## config.mk

```make
export PLATFORM = sky130hd
export DESIGN_NAME = tpu_sequencer_flat
export DESIGN_NICKNAME = d
export VERILOG_FILES = /design/src/rtl/tpu_pkg.sv /design/src/rtl/tpu_sequencer_if.sv /design/src/rtl/tpu_sequencer.sv /design/src/flat_wrapper.sv
export SDC_FILE = /design/constraint.sdc
export NUM_CORES = 1
export LEC_CHECK = 0
export BUFFER_PORTS_ARGS = -buffer_cell sky130_fd_sc_hd__buf_2
export CAP_MARGIN = 20
export CELL_PAD_IN_SITES_DETAIL_PLACEMENT = 1
export CELL_PAD_IN_SITES_GLOBAL_PLACEMENT = 2
export CORE_UTILIZATION = 29
export DETAILED_ROUTE_END_ITERATION = 8
export GPL_TIMING_DRIVEN = 0
export PLACE_DENSITY = 0.86
export SYNTH_ARGS = -nofsm -noshare
export SYNTH_HDL_FRONTEND = slang
export SYNTH_SLANG_ARGS = --single-unit
```

## constraint.sdc

```tcl
create_clock -name clk -period 2.1 [get_ports clk]
set_input_delay 0.21 -clock clk [delete_from_list [all_inputs] [get_ports clk]]
set_output_delay 0.21 -clock clk [all_outputs]
set_load 0.1 [all_outputs]
```

## src/rtl/tpu_pkg.sv

```systemverilog
// ============================================================================
// tpu_pkg : shared types and constants for the 2x2 matmul sequencer
// Revision: 1.0
// ============================================================================
`default_nettype none

package tpu_pkg;

    typedef enum logic [1:0] {
        ST_IDLE    = 2'd0,
        ST_LOAD    = 2'd1,
        ST_COMPUTE = 2'd2,
        ST_OUTPUT  = 2'd3
    } state_e;

    localparam int unsigned NUM_OPERANDS = 8;
    localparam int unsigned COMPUTE_LEN  = 5;
    localparam int unsigned NUM_RESULTS  = 4;

    localparam logic [3:0] LD_CNT_MAX = 4'(NUM_OPERANDS);
    localparam logic [3:0] CC_LAST    = 4'(COMPUTE_LEN);
    localparam logic [1:0] RES_LAST   = 2'(NUM_RESULTS - 1);

    // Operand memory map: weights first, then inputs.
    localparam logic [2:0] W_BASE = 3'd0;
    localparam logic [2:0] X_BASE = 3'd4;

    function automatic logic [3:0] ld_cnt_sat_inc(input logic [3:0] cnt);
        return (cnt >= LD_CNT_MAX) ? cnt : cnt + 4'd1;
    endfunction

endpackage

`default_nettype wire

```

## src/rtl/tpu_sequencer_if.sv

```systemverilog
// ============================================================================
// tpu_sequencer_if : host, operand-memory and feeder signals of the sequencer
// Revision: 1.0
// ============================================================================
`default_nettype none

interface tpu_sequencer_if;

    logic       abort;
    logic       load_valid;
    logic [7:0] load_data;
    logic       load_ready;
    logic       mem_we;
    logic [2:0] mem_addr;
    logic [7:0] mem_wdata;
    logic       feeder_en;
    logic [3:0] compute_cycles;
    logic [1:0] output_sel;
    logic       feeder_done;
    logic       out_valid;
    logic       out_ack;
    logic       busy;
    logic       seq_err;

    modport slave (
        input  abort, load_valid, load_data, feeder_done, out_ack,
        output load_ready, mem_we, mem_addr, mem_wdata, feeder_en,
               compute_cycles, output_sel, out_valid, busy, seq_err
    );

    modport master (
        output abort, load_valid, load_data, feeder_done, out_ack,
        input  load_ready, mem_we, mem_addr, mem_wdata, feeder_en,
               compute_cycles, output_sel, out_valid, busy, seq_err
    );

endinterface

`default_nettype wire

```

## src/rtl/tpu_sequencer.sv

```systemverilog
// ============================================================================
// tpu_sequencer : load -> compute -> output control FSM for the 2x2 matmul
// Revision: 1.0
// ============================================================================
`default_nettype none

module tpu_sequencer
    import tpu_pkg::*;
(
    input  logic            clk,
    input  logic            rst_n,
    tpu_sequencer_if.slave  bus
);

    state_e     state_q;
    logic [3:0] ld_cnt_q;
    logic [3:0] cc_q;
    logic [1:0] res_idx_q;
    logic       load_ready_q;
    logic       mem_we_q;
    logic [2:0] mem_addr_q;
    logic [7:0] mem_wdata_q;
    logic       feeder_en_q;
    logic       out_valid_q;
    logic       seq_err_q;

    logic       load_fire;
    logic [3:0] ld_cnt_d;

    assign load_fire = bus.load_valid && load_ready_q;
    assign ld_cnt_d  = ld_cnt_sat_inc(ld_cnt_q);

    always_ff @(posedge clk) begin
        if (!rst_n) begin
            state_q      <= ST_IDLE;
            ld_cnt_q     <= 4'd0;
            cc_q         <= 4'd0;
            res_idx_q    <= 2'd0;
            load_ready_q <= 1'b0;
            mem_we_q     <= 1'b0;
            mem_addr_q   <= 3'd0;
            mem_wdata_q  <= 8'd0;
            feeder_en_q  <= 1'b0;
            out_valid_q  <= 1'b0;
            seq_err_q    <= 1'b0;
        end else if (bus.abort) begin
            // seq_err is deliberately kept: it reports the last finished pass.
            state_q      <= ST_IDLE;
            ld_cnt_q     <= 4'd0;
            cc_q         <= 4'd0;
            res_idx_q    <= 2'd0;
            load_ready_q <= 1'b1;
            mem_we_q     <= 1'b0;
            feeder_en_q  <= 1'b0;
            out_valid_q  <= 1'b0;
        end else begin
            mem_we_q <= load_fire;
            if (load_fire) begin
                mem_addr_q   <= W_BASE + ld_cnt_q[2:0];
                mem_wdata_q  <= bus.load_data;
                ld_cnt_q     <= ld_cnt_d;
                load_ready_q <= (ld_cnt_d < LD_CNT_MAX);
            end

            case (state_q)
                ST_IDLE: begin
                    feeder_en_q  <= 1'b0;
                    load_ready_q <= 1'b1;
                    if (load_fire) begin
                        state_q   <= ST_LOAD;
                        seq_err_q <= 1'b0;
                    end
                end

                ST_LOAD: begin
                    // Waiting one cycle at full count lets the last write land first.
                    if (!load_fire && (ld_cnt_q == LD_CNT_MAX)) begin
                        state_q     <= ST_COMPUTE;
                        feeder_en_q <= 1'b1;
                        cc_q        <= 4'd0;
                    end
                end

                ST_COMPUTE: begin
                    if (cc_q == CC_LAST) begin
                        if (!bus.feeder_done) begin
                            seq_err_q <= 1'b1;
                        end
                        state_q     <= ST_OUTPUT;
                        out_valid_q <= 1'b1;
                        res_idx_q   <= 2'd0;
                    end else begin
                        cc_q <= cc_q + 4'd1;
                    end
                end

                ST_OUTPUT: begin
                    if (bus.out_ack && out_valid_q) begin
                        if (res_idx_q == RES_LAST) begin
                            state_q      <= ST_IDLE;
                            feeder_en_q  <= 1'b0;
                            out_valid_q  <= 1'b0;
                            res_idx_q    <= 2'd0;
                            cc_q         <= 4'd0;
                            ld_cnt_q     <= 4'd0;
                            load_ready_q <= 1'b1;
                        end else begin
                            res_idx_q <= res_idx_q + 2'd1;
                        end
                    end
                end

                default: begin
                    state_q <= ST_IDLE;
                end
            endcase
        end
    end

    assign bus.load_ready     = load_ready_q;
    assign bus.mem_we         = mem_we_q;
    assign bus.mem_addr       = mem_addr_q;
    assign bus.mem_wdata      = mem_wdata_q;
    assign bus.feeder_en      = feeder_en_q;
    assign bus.compute_cycles = cc_q;
    assign bus.output_sel     = res_idx_q;
    assign bus.out_valid      = out_valid_q;
    assign bus.busy           = (state_q != ST_IDLE);
    assign bus.seq_err        = seq_err_q;

endmodule

`default_nettype wire

```

## src/flat_wrapper.sv

```systemverilog
// flat-port wrapper written by rule: the top's interface ports become plain ports
module tpu_sequencer_flat import tpu_pkg::*;
  (clk, rst_n, bus_abort, bus_load_valid, bus_load_data, bus_feeder_done, bus_out_ack, bus_load_ready, bus_mem_we, bus_mem_addr, bus_mem_wdata, bus_feeder_en, bus_compute_cycles, bus_output_sel, bus_out_valid, bus_busy, bus_seq_err);
  tpu_sequencer_if bus_i ();
  input  logic clk;
  input  logic rst_n;
  input wire logic [$bits(bus_i.abort)-1:0] bus_abort;
  input wire logic [$bits(bus_i.load_valid)-1:0] bus_load_valid;
  input wire logic [$bits(bus_i.load_data)-1:0] bus_load_data;
  input wire logic [$bits(bus_i.feeder_done)-1:0] bus_feeder_done;
  input wire logic [$bits(bus_i.out_ack)-1:0] bus_out_ack;
  output wire logic [$bits(bus_i.load_ready)-1:0] bus_load_ready;
  output wire logic [$bits(bus_i.mem_we)-1:0] bus_mem_we;
  output wire logic [$bits(bus_i.mem_addr)-1:0] bus_mem_addr;
  output wire logic [$bits(bus_i.mem_wdata)-1:0] bus_mem_wdata;
  output wire logic [$bits(bus_i.feeder_en)-1:0] bus_feeder_en;
  output wire logic [$bits(bus_i.compute_cycles)-1:0] bus_compute_cycles;
  output wire logic [$bits(bus_i.output_sel)-1:0] bus_output_sel;
  output wire logic [$bits(bus_i.out_valid)-1:0] bus_out_valid;
  output wire logic [$bits(bus_i.busy)-1:0] bus_busy;
  output wire logic [$bits(bus_i.seq_err)-1:0] bus_seq_err;
  assign bus_i.abort = bus_abort;
  assign bus_i.load_valid = bus_load_valid;
  assign bus_i.load_data = bus_load_data;
  assign bus_i.feeder_done = bus_feeder_done;
  assign bus_i.out_ack = bus_out_ack;
  assign bus_load_ready = bus_i.load_ready;
  assign bus_mem_we = bus_i.mem_we;
  assign bus_mem_addr = bus_i.mem_addr;
  assign bus_mem_wdata = bus_i.mem_wdata;
  assign bus_feeder_en = bus_i.feeder_en;
  assign bus_compute_cycles = bus_i.compute_cycles;
  assign bus_output_sel = bus_i.output_sel;
  assign bus_out_valid = bus_i.out_valid;
  assign bus_busy = bus_i.busy;
  assign bus_seq_err = bus_i.seq_err;
  tpu_sequencer u_core (.clk(clk), .rst_n(rst_n), .bus(bus_i));
endmodule
```

After elaboration in Yosys (flattened, before gate mapping)
Cells that the tools add are included.
Operators by class
  $add $sub $neg: 3
  $lt $le $gt $ge: 2
  eq/ne operators: 13
  mux-type cells: 35
  bitwise logic cells: 2
  reduce and logical (&&, ||, !) cells: 18
Operators by type and width (count)
  $mux 4: 9
  $mux 2: 8
  $reduce_and 5->1: 3
  $pmux 4 s3: 1
  $mux 1: 11
  $ne 2x1->1 const B: 5
  $add 4x1->4 const B: 2
  $pmux 2 s4: 1
  $reduce_and 4->1: 2
  $eq 2x2->1 const B: 3
  $pmux 1 s2: 3
  $reduce_bool 2->1: 3
  $reduce_bool 3->1: 2
  $eq 4x3->1 const B: 1
  $eq 4x4->1 const B: 1
  $ge 4x4->1 const B: 1
  $lt 4x4->1 const B: 1
  $ne 2x2->1 const B: 2
  $pmux 2 s2: 1
  $logic_and 1x1->1: 3
  $pmux 1 s3: 1
  $reduce_and 3->1: 1
  $add 2x1->2 const B: 1
  $eq 2x1->1 const B: 1
  5 further kinds: 6
Storage, ports and cells
  register bits: 28
  input port bits: 14
  output and inout port bits: 23

Depth between registers and ports, before layout
Gate-level depths: netlist (run 1).
  word-level depth: 8
  mapped depth: 6

Worst setup path before layout (run 1)
Ideal clock, no wire load.
  kind: reg-to-reg
  from: register u_core.cc_q[1], in the netlist u_core.bus.compute_cycles[1]
  to: register u_core.cc_q[3], in the netlist u_core.bus.compute_cycles[3]
  setup time: 0.070 ns
  data arrival time: 2.391 ns
  slack: -0.361 ns
  cell stages (with the launch flop): 7
  clock period less this slack: 2.461 ns
  cells stage by stage: dfxtp_1 > inv_1 > ha_1 > and4b_4 > a211o_1 > or4_1 > a21oi_1
On the way
  cells in the longest elaborated chain, start to end: 3
  elaborated cells between the ends (all ways): 6
Ends and longest elaborated chain
  from (decl): RTL line tpu_sequencer.sv:17  | logic [3:0] cc_q;
  from (signal assigned): RTL line tpu_sequencer.sv:93  | cc_q <= cc_q + 4'd1;
  $add 4x1->4 / $eq 4x3->1 (equally long branches): RTL line tpu_sequencer.sv:93, tpu_sequencer.sv:85
  $mux 4 / $ne 2x2->1 (equally long branches)
  $pmux 4 s3 / $reduce_and 5->1 (equally long branches)
Parallel ways exist; a longest one is shown, timed or not. The select of a mux whose other input is x is not followed.
A chain may end at the register's enable or synchronous reset.

Final worst setup path (run 1)
  from: register u_core.state_q[0]
  to: register u_core.cc_q[3], in the netlist u_core.bus.compute_cycles[3]
On the way
  cells in the longest elaborated chain, start to end: 3
  elaborated cells between the ends (all ways): 10
Ends and longest elaborated chain
  from (decl): RTL line tpu_sequencer.sv:15  | state_e state_q;
  from (signal assigned): RTL line tpu_sequencer.sv:35  | state_q <= ST_IDLE;
  from (signal assigned): RTL line tpu_sequencer.sv:48  | state_q <= ST_IDLE;
  from (signal assigned): RTL line tpu_sequencer.sv:70  | state_q <= ST_LOAD;
  $eq 2x2->1 / $eq 2x1->1 (equally long branches): RTL line tpu_sequencer.sv:65  | case (state_q)
  $ne 2x1->1 (no line), or another cell as far along
  $reduce_and 5->1 (no line)
Parallel ways exist; a longest one is shown, timed or not.

==> results of run 1 <==
[timing repair]
action / in CTS / in global routing
resized for setup: 0 / 1
hold endpoints to repair: 0 / 0
setup endpoints to repair: 0 / 2
[power by group through the flow]
stage	Sequential, mW	Clock, mW	Combinational [mW]
global placement	0.560	0	0.159
finish	0.548	0.393	0.158
detailed placement	0.560	0	0.160
floorplan	0.617	0	0.0615
global route	0.550	0.429	0.171
CTS	0.548	0.412	0.161
[critical path, cell delays in order, from the launching register on]
cell and delay [ns]:
dfxtp_1 0.40, inv_1 0.10, ha_2 0.24, and4b_4 0.23, a211o_1 0.33, or4_1 0.48, a21oi_1 0.14
[Yosys cell counts]
| cell | instances |
|---|---|
| a211o_1 | 1 |
| a211oi_1 | 2 |
| a21boi_0 | 11 |
| a21o_2 | 1 |
| a21oi_1 | 10 |
| a22oi_1 | 3 |
| a31o_2 | 3 |
| a32oi_1 | 1 |
| a41oi_1 | 1 |
| and2_1 | 3 |
| and3b_1 | 2 |
| and4b_4 | 1 |
| clkbuf_1 | 4 |
| dfxtp_1 | 28 |
| ha_1 | 9 |
| inv_1 | 9 |
| mux2i_1 | 3 |
| nand2_1 | 26 |
| nand2b_1 | 3 |
| nand3_1 | 4 |
| nand3b_1 | 3 |
| nand4_1 | 2 |
| nand4b_1 | 1 |
| nor2_1 | 10 |
| nor2b_1 | 2 |
| nor3b_1 | 1 |
| o21a_1 | 1 |
| o21ai_0 | 4 |
| o31a_1 | 1 |
| o31ai_1 | 1 |
| or2b_1 | 1 |
| or3_2 | 1 |
| or4_1 | 1 |
| xnor2_1 | 1 |
| xor2_1 | 1 |
[worst min-delay path by stage]
stage                       startpoint                 endpoint  slack (ns)
2_1_floorplan                bus_abort    u_core.bus.load_ready        0.35
3_3_place_gp   u_core.bus.mem_wdata[1]  u_core.bus.mem_wdata[1]        0.45
3_5_place_dp   u_core.bus.mem_wdata[4]  u_core.bus.mem_wdata[4]        0.46
4_1_cts               bus_load_data[5]  u_core.bus.mem_wdata[5]        0.16
5_1_grt               bus_load_data[0]  u_core.bus.mem_wdata[0]        0.16
6_report              bus_load_data[7]  u_core.bus.mem_wdata[7]        0.16
[layout make-up]
cell class	count	area (µm²)	share of cell area (%)
Buffer	4	15.0	0.894
Clock buffer	4	66.3	3.95
Timing Repair Buffer	36	180	10.7
Tap cell	52	65.1	3.87
Sequential cell	28	571	34.0
Inverter	9	33.8	2.01
Multi-Input combinational cell	115	748	44.6
[layer usage]
| layer | GRT usage [%] | share of wire (%) | vias up |
|---|---|---|---|
| met1 | 18.1 | 45 | 574 |
| met4 | 4.00 | 1.3 | 0 |
| met3 | 4.33 | 4.9 | 4 |
| met5 | 0 | 0 | - |
| li1 | - | - | 620 |
| met2 | 24.3 | 49 | 25 |
[flip-flops by register name (all words and copies together) (netlist names)]
name	flops
u_core.bus.out_valid	1
u_core.bus.mem_we	1
u_core.bus.compute_cycles	4
u_core.bus.mem_wdata	8
u_core.bus.seq_err	1
u_core.bus.mem_addr	3
u_core.state_q	2
u_core.ld_cnt_q	4
u_core.bus.load_ready	1
u_core.bus.output_sel	2
u_core.bus.feeder_en	1
[kinds of logic (layout without fill, tap and decap cells)]
kind of cell / count (synthesis) / count (layout) / share of synthesized area [%]
and+or+nand+nor: 61 / 61 / 22.9
AOI/OAI and AO/OA: 40 / 40 / 20.3
DFF: 28 / 28 / 41.4
buffers and inverters: 13 / 53 / 3.60
adders and majority gates: 9 / 9 / 8.31
muxes: 3 / 3 / 2.22
xor gates and xnor gates: 2 / 2 / 1.29
[stage by stage]
step	hold slack [ns]	power, mW	util [%]
after global placement	0.450	0.719	36.5
after floorplan	0.346	0.678	-
after CTS	0.156	1.12	38.0
final	0.164	1.10	38.0
after detailed placement	0.457	0.721	36.5
after global routing	0.163	1.15	38.0
[placed cells by master (no fill, tap or decap), types with 2 or more instances in the layout]
cell type   n
buf_2      36
nand2_1    26
dfxtp_1    22
a21boi_0   11
a21oi_1    10
nor2_1     10
inv_1       9
ha_1        8
dfxtp_2     5
o21ai_0     4
clkbuf_1    4
nand3_1     4
and2_1      3
nand3b_1    3
a22oi_1     3
nand2b_1    3
a31o_2      3
mux2i_1     3
clkbuf_8    3
nor2b_1     2
nand4_1     2
and3b_1     2
a211oi_1    2
==> flow_summary.ini, run 1 <==
[pwr]
power.internal_uw = 788
p_clk_share_pct = 35.7
p_leak_nw = 0.698
combPwrFrac_pct = 14.4
pwr-share-seq_pct = 49.9
p_sw_share_pct = 28.3
p_per_area_nw_per_um2 = 654
vdd_drop_max_mv = 0.468
p_switching_uw = 311

[clocking]
cts_inserted_buffers = 3
clockBufferDepth = 2
path_clk_slew_ns = 0.10
post_cts.repair.setup_buffers = 0
clk_latency_ns = 0.28
cts_tree = yes
cts-root-buf = clkbuf_8
clock_sinks = 28
htree_levels = 1
ctsHoldBuffers = 0

[sta]
setup_tns_ns = 0
slew_viol_final = 0
fin_crit_sh_pct = 94.2
setup_ws_ns = 0.122
worstMarginPinSlew_ns = 0.664
rsz0062_at_grt = false
fin_worst_skew_ns = 0.00498
fmax_mhz = 506
layout_min_cycle_time_ns = 1.98
hold_violations = 0
setup_viol = 0
slew_headroom_pct = 55.3

[placement]
place.gp.congestion = 0.782
dp_slack_ns = 0.0501
dp.cells = 244
io_buffers = 36
placed_area_um2 = 1610
hpwl_um = 2500

[worst_setup_path]
r2r_end = u_core.bus.compute_cycles[3]
cp-startpoint = u_core.state_q[0]
critPathKind = reg -> reg
cp_data_arrival_time_ns = 2.20
path_max_fanout = 8
r2r-start = u_core.state_q[0]
end_kind = register
endpoint = u_core.bus.compute_cycles[3]
required_ns = 2.32
r2r_slack_ns = 0.12
timing.reg2reg.worst_path_depth = 6
cp-start-kind = register

[yosys]
syn_area_um2 = 1360
syn_nets = 179
synth.area.top_cells = dfxtp_1 41%, ha_1 8.3%, nand2_1 7.2%
ys_warn_count = 0
ys_seq_elements = 28
synth_area_leader_cell = dfxtp_1
syn-instance-count = 156
syn_avg_cell_area_um2 = 8.69
yosysTopAreaCellShare_pct = 41.4
ys_seq_area_share_pct = 41.4
synth_cell_types = 35

[global_route]
grt_max_degree = 17
antenna_found_initial = 0
grt_pass1_wl_um = 5730
track_usage_pct = 14.6
grt_pass1_vias = 1182
grt_overflow = 0

[worst_hold_path]
worstHoldPathType = in -> reg
holdPathStages = 3

[finish]
instances_no_fill = 248
fillers = 537
synthToLayoutAreaGrowth_pct = 23.9
layout-drive-gt1-share_pct = 27.0
design_area_um2 = 1680
antenna_cells = 0
fin_nets = 220

[routing]
wl_per_cell_um = 13.4
drt_wl_total_um = 3320
vias_per_cell = 4.93
route.vias.total = 1223
drt-initial-drc-count = 37
dr.pass1.iters = 4
drc = 0
ant_nets = 0

[job]
cap_viol_max_count = 0

[floorplan]
core.rowCount = 24
dieWidth_um = 70.4
io_pins = 37
die_y_um = 70.4
core_area_um2 = 4410
dieArea_um2 = 4950
initial_utilization_pct = 30.7

[outcome]
status = finished clean
(Power assumes the default switching activity.)
==> inputs of run 2 (changes only) <==
--- a/config.mk
+++ b/config.mk
@@ -10,8 +10,10 @@
 export CELL_PAD_IN_SITES_DETAIL_PLACEMENT = 1
 export CELL_PAD_IN_SITES_GLOBAL_PLACEMENT = 2
+export CORE_ASPECT_RATIO = 0.7
 export CORE_UTILIZATION = 29
 export DETAILED_ROUTE_END_ITERATION = 8
 export GPL_TIMING_DRIVEN = 0
 export PLACE_DENSITY = 0.86
+export RECOVER_POWER = 100
 export SYNTH_ARGS = -nofsm -noshare
 export SYNTH_HDL_FRONTEND = slang
==> constraint.sdc (replaced) <==
create_clock -name clk -period 2.1 [get_ports clk]
set_input_delay 0.105 -clock clk [delete_from_list [all_inputs] [get_ports clk]]
set_output_delay 0.105 -clock clk [all_outputs]
set_load 0.1 [all_outputs]
==> run 2 against run 1 <==
Final area down 2.0%. First-iteration DRC count down 43%. Worst setup slack better by 0.042 ns. Fmax up 2.2%. Critical path depth unchanged. Wire length up 2.3%. Total power down 4.4%. Global-route usage up 0.24 points. Clock skew up 0.00059 ns.
==> flow_summary.ini, run 2 (same netlist as run 1, synthesis figures left out) <==
[job]
cap_viol_max_count = 0

[global_route]
antenna_found_initial = 0
grt_pass1_vias = 1165
grt_max_degree = 16
grt_overflow = 0
track_usage_pct = 14.8
grt_pass1_wl_um = 5800

[sta]
worstMarginPinSlew_ns = 1.20
setup_viol = 0
fin_worst_skew_ns = 0.00557
rsz0062_at_grt = false
slew_viol_final = 0
slew_headroom_pct = 20.4
hold_violations = 0
fmax_mhz = 517
setup_tns_ns = 0
layout_min_cycle_time_ns = 1.94
setup_ws_ns = 0.165
fin_crit_sh_pct = 92.2

[finish]
synthToLayoutAreaGrowth_pct = 21.4
design_area_um2 = 1650
largest_reg_flops = 8
layout-drive-gt1-share_pct = 16.3
antenna_cells = 0
fillers = 554
instances_no_fill = 251
fin_nets = 220
most-common-layout-cells = 26 x clkbuf_1, 26 x nand2_1, 21 x dfxtp_1

[worst_setup_path]
path_cells = inv_1, ha_2, and4b_4, a211o_1, or4_1, a21oi_1
cp_data_arrival_time_ns = 2.15
required_ns = 2.32
r2r_slack_ns = 0.16
end_kind = register
path_max_fanout = 8
cp-start-kind = register
timing.reg2reg.worst_path_depth = 6
r2r_end = u_core.bus.compute_cycles[3]
r2r-start = u_core.state_q[0]
cp.buffers_inverters = 1
cpLargestDelayFamily = simple AND/OR/NAND/NOR gates
cp_slowest_cell = or4_1
cp_slowest_stage_delay_ns = 0.48
critPathKind = reg -> reg

[clocking]
path_clk_slew_ns = 0.10
cts_tree = yes
clk_latency_ns = 0.28
post_cts.repair.setup_buffers = 0
cts_resized = 0
cts_inserted_buffers = 3
clock_sinks = 28
ctsHoldBuffers = 0
cts-root-buf = clkbuf_8
clockBufferDepth = 2
htree_levels = 1

[floorplan]
dieWidth_um = 83.7
io_pins = 37
initial_utilization_pct = 30.8
dieArea_um2 = 4950
core.rowCount = 20
core_area_um2 = 4400
die_y_um = 59.2

[routing]
vias_per_cell = 4.81
route.vias.total = 1208
dr.pass1.iters = 3
ant_nets = 0
drt-initial-drc-count = 21
drt_wl_total_um = 3400
wl_per_cell_um = 13.5
drc = 0

[worst_hold_path]
hp-start = bus_load_data[5]
worstHoldPathType = in -> reg
holdPathStages = 3
min_to = u_core.bus.mem_wdata[5]

[placement]
dp_slack_ns = 0.0539
dp.cells = 247
placed_area_um2 = 1610
io_buffers = 36
place.gp.congestion = 0.688
hpwl_um = 2620

[pwr]
p_leak_nw = 0.597
p_per_area_nw_per_um2 = 639
p_switching_uw = 305
power.internal_uw = 746
p_clk_share_pct = 32.8
fin_total_pwr_mw = 1.05
p_sw_share_pct = 29.0
combPwrFrac_pct = 15.0
pwr-share-seq_pct = 52.2
vdd_drop_max_mv = 0.225

[outcome]
status = finished clean
run 2: per-stage QoR:
stage | hold slack [ns] | util [%]
global route | 0.0592 | 37.4
global placement | 0.362 | 36.6
CTS | 0.0547 | 37.9
detailed placement | 0.364 | 36.6
floorplan | 0.241 | -
finish | 0.0583 | 37.4
run 2: routing by layer:
metal / track usage [%] / share of wire [%] / up-vias / wire [µm]
met2: 22.4 / 43 / 11 / 1450
met3: 3.20 / 2.5 / 3 / 85
met4: 3.63 / 0.62 / 0 / 21
met1: 21.6 / 54 / 570 / 1840
met5: 0 / 0 / - / 0
li1: - / - / 624 / -
run 2: worst max path at each step:
stage	startpoint	to	slack, ns	cells after the start
after global routing	u_core.state_q[0]	u_core.bus.compute_cycles[3]	0.03	6
final	u_core.state_q[0]	u_core.bus.compute_cycles[3]	0.16	6
after floorplan	u_core.bus.output_sel[0]	u_core.bus.compute_cycles[3]	0.01	5
after CTS	u_core.state_q[0]	u_core.bus.compute_cycles[3]	0.03	6
after global placement	u_core.state_q[0]	u_core.bus.compute_cycles[3]	0.07	6
after detailed placement	u_core.state_q[0]	u_core.bus.compute_cycles[3]	0.05	6
run 2: final cells by class:
type,count,area (µm²),area share [%]
Inverter,9,33.8,2.05
Timing Repair Buffer,36,153,9.28
Sequential cell,28,572,34.8
Buffer,4,15.0,0.913
Clock buffer,4,55.1,3.35
Multi-Input combinational cell,115,748,45.5
Tap cell,55,68.8,4.18
run 2: power by group through the flow:
| stage | combinational [mW] | clock (mW) | sequential, mW |
|---|---|---|---|
| floorplan | 0.0615 | 0 | 0.617 |
| global placement | 0.160 | 0 | 0.560 |
| detailed placement | 0.161 | 0 | 0.560 |
| CTS | 0.162 | 0.357 | 0.548 |
| global route | 0.171 | 0.377 | 0.550 |
| finish | 0.158 | 0.345 | 0.548 |
run 2: worst register-to-register path, delay by kind of cell, from the launching register on:
kind	cells	cell delay (ns)
buf+inv	1	0.07
fa+ha+maj	1	0.24
simple gates	2	0.71
flops	1	0.36
compound gates	2	0.49
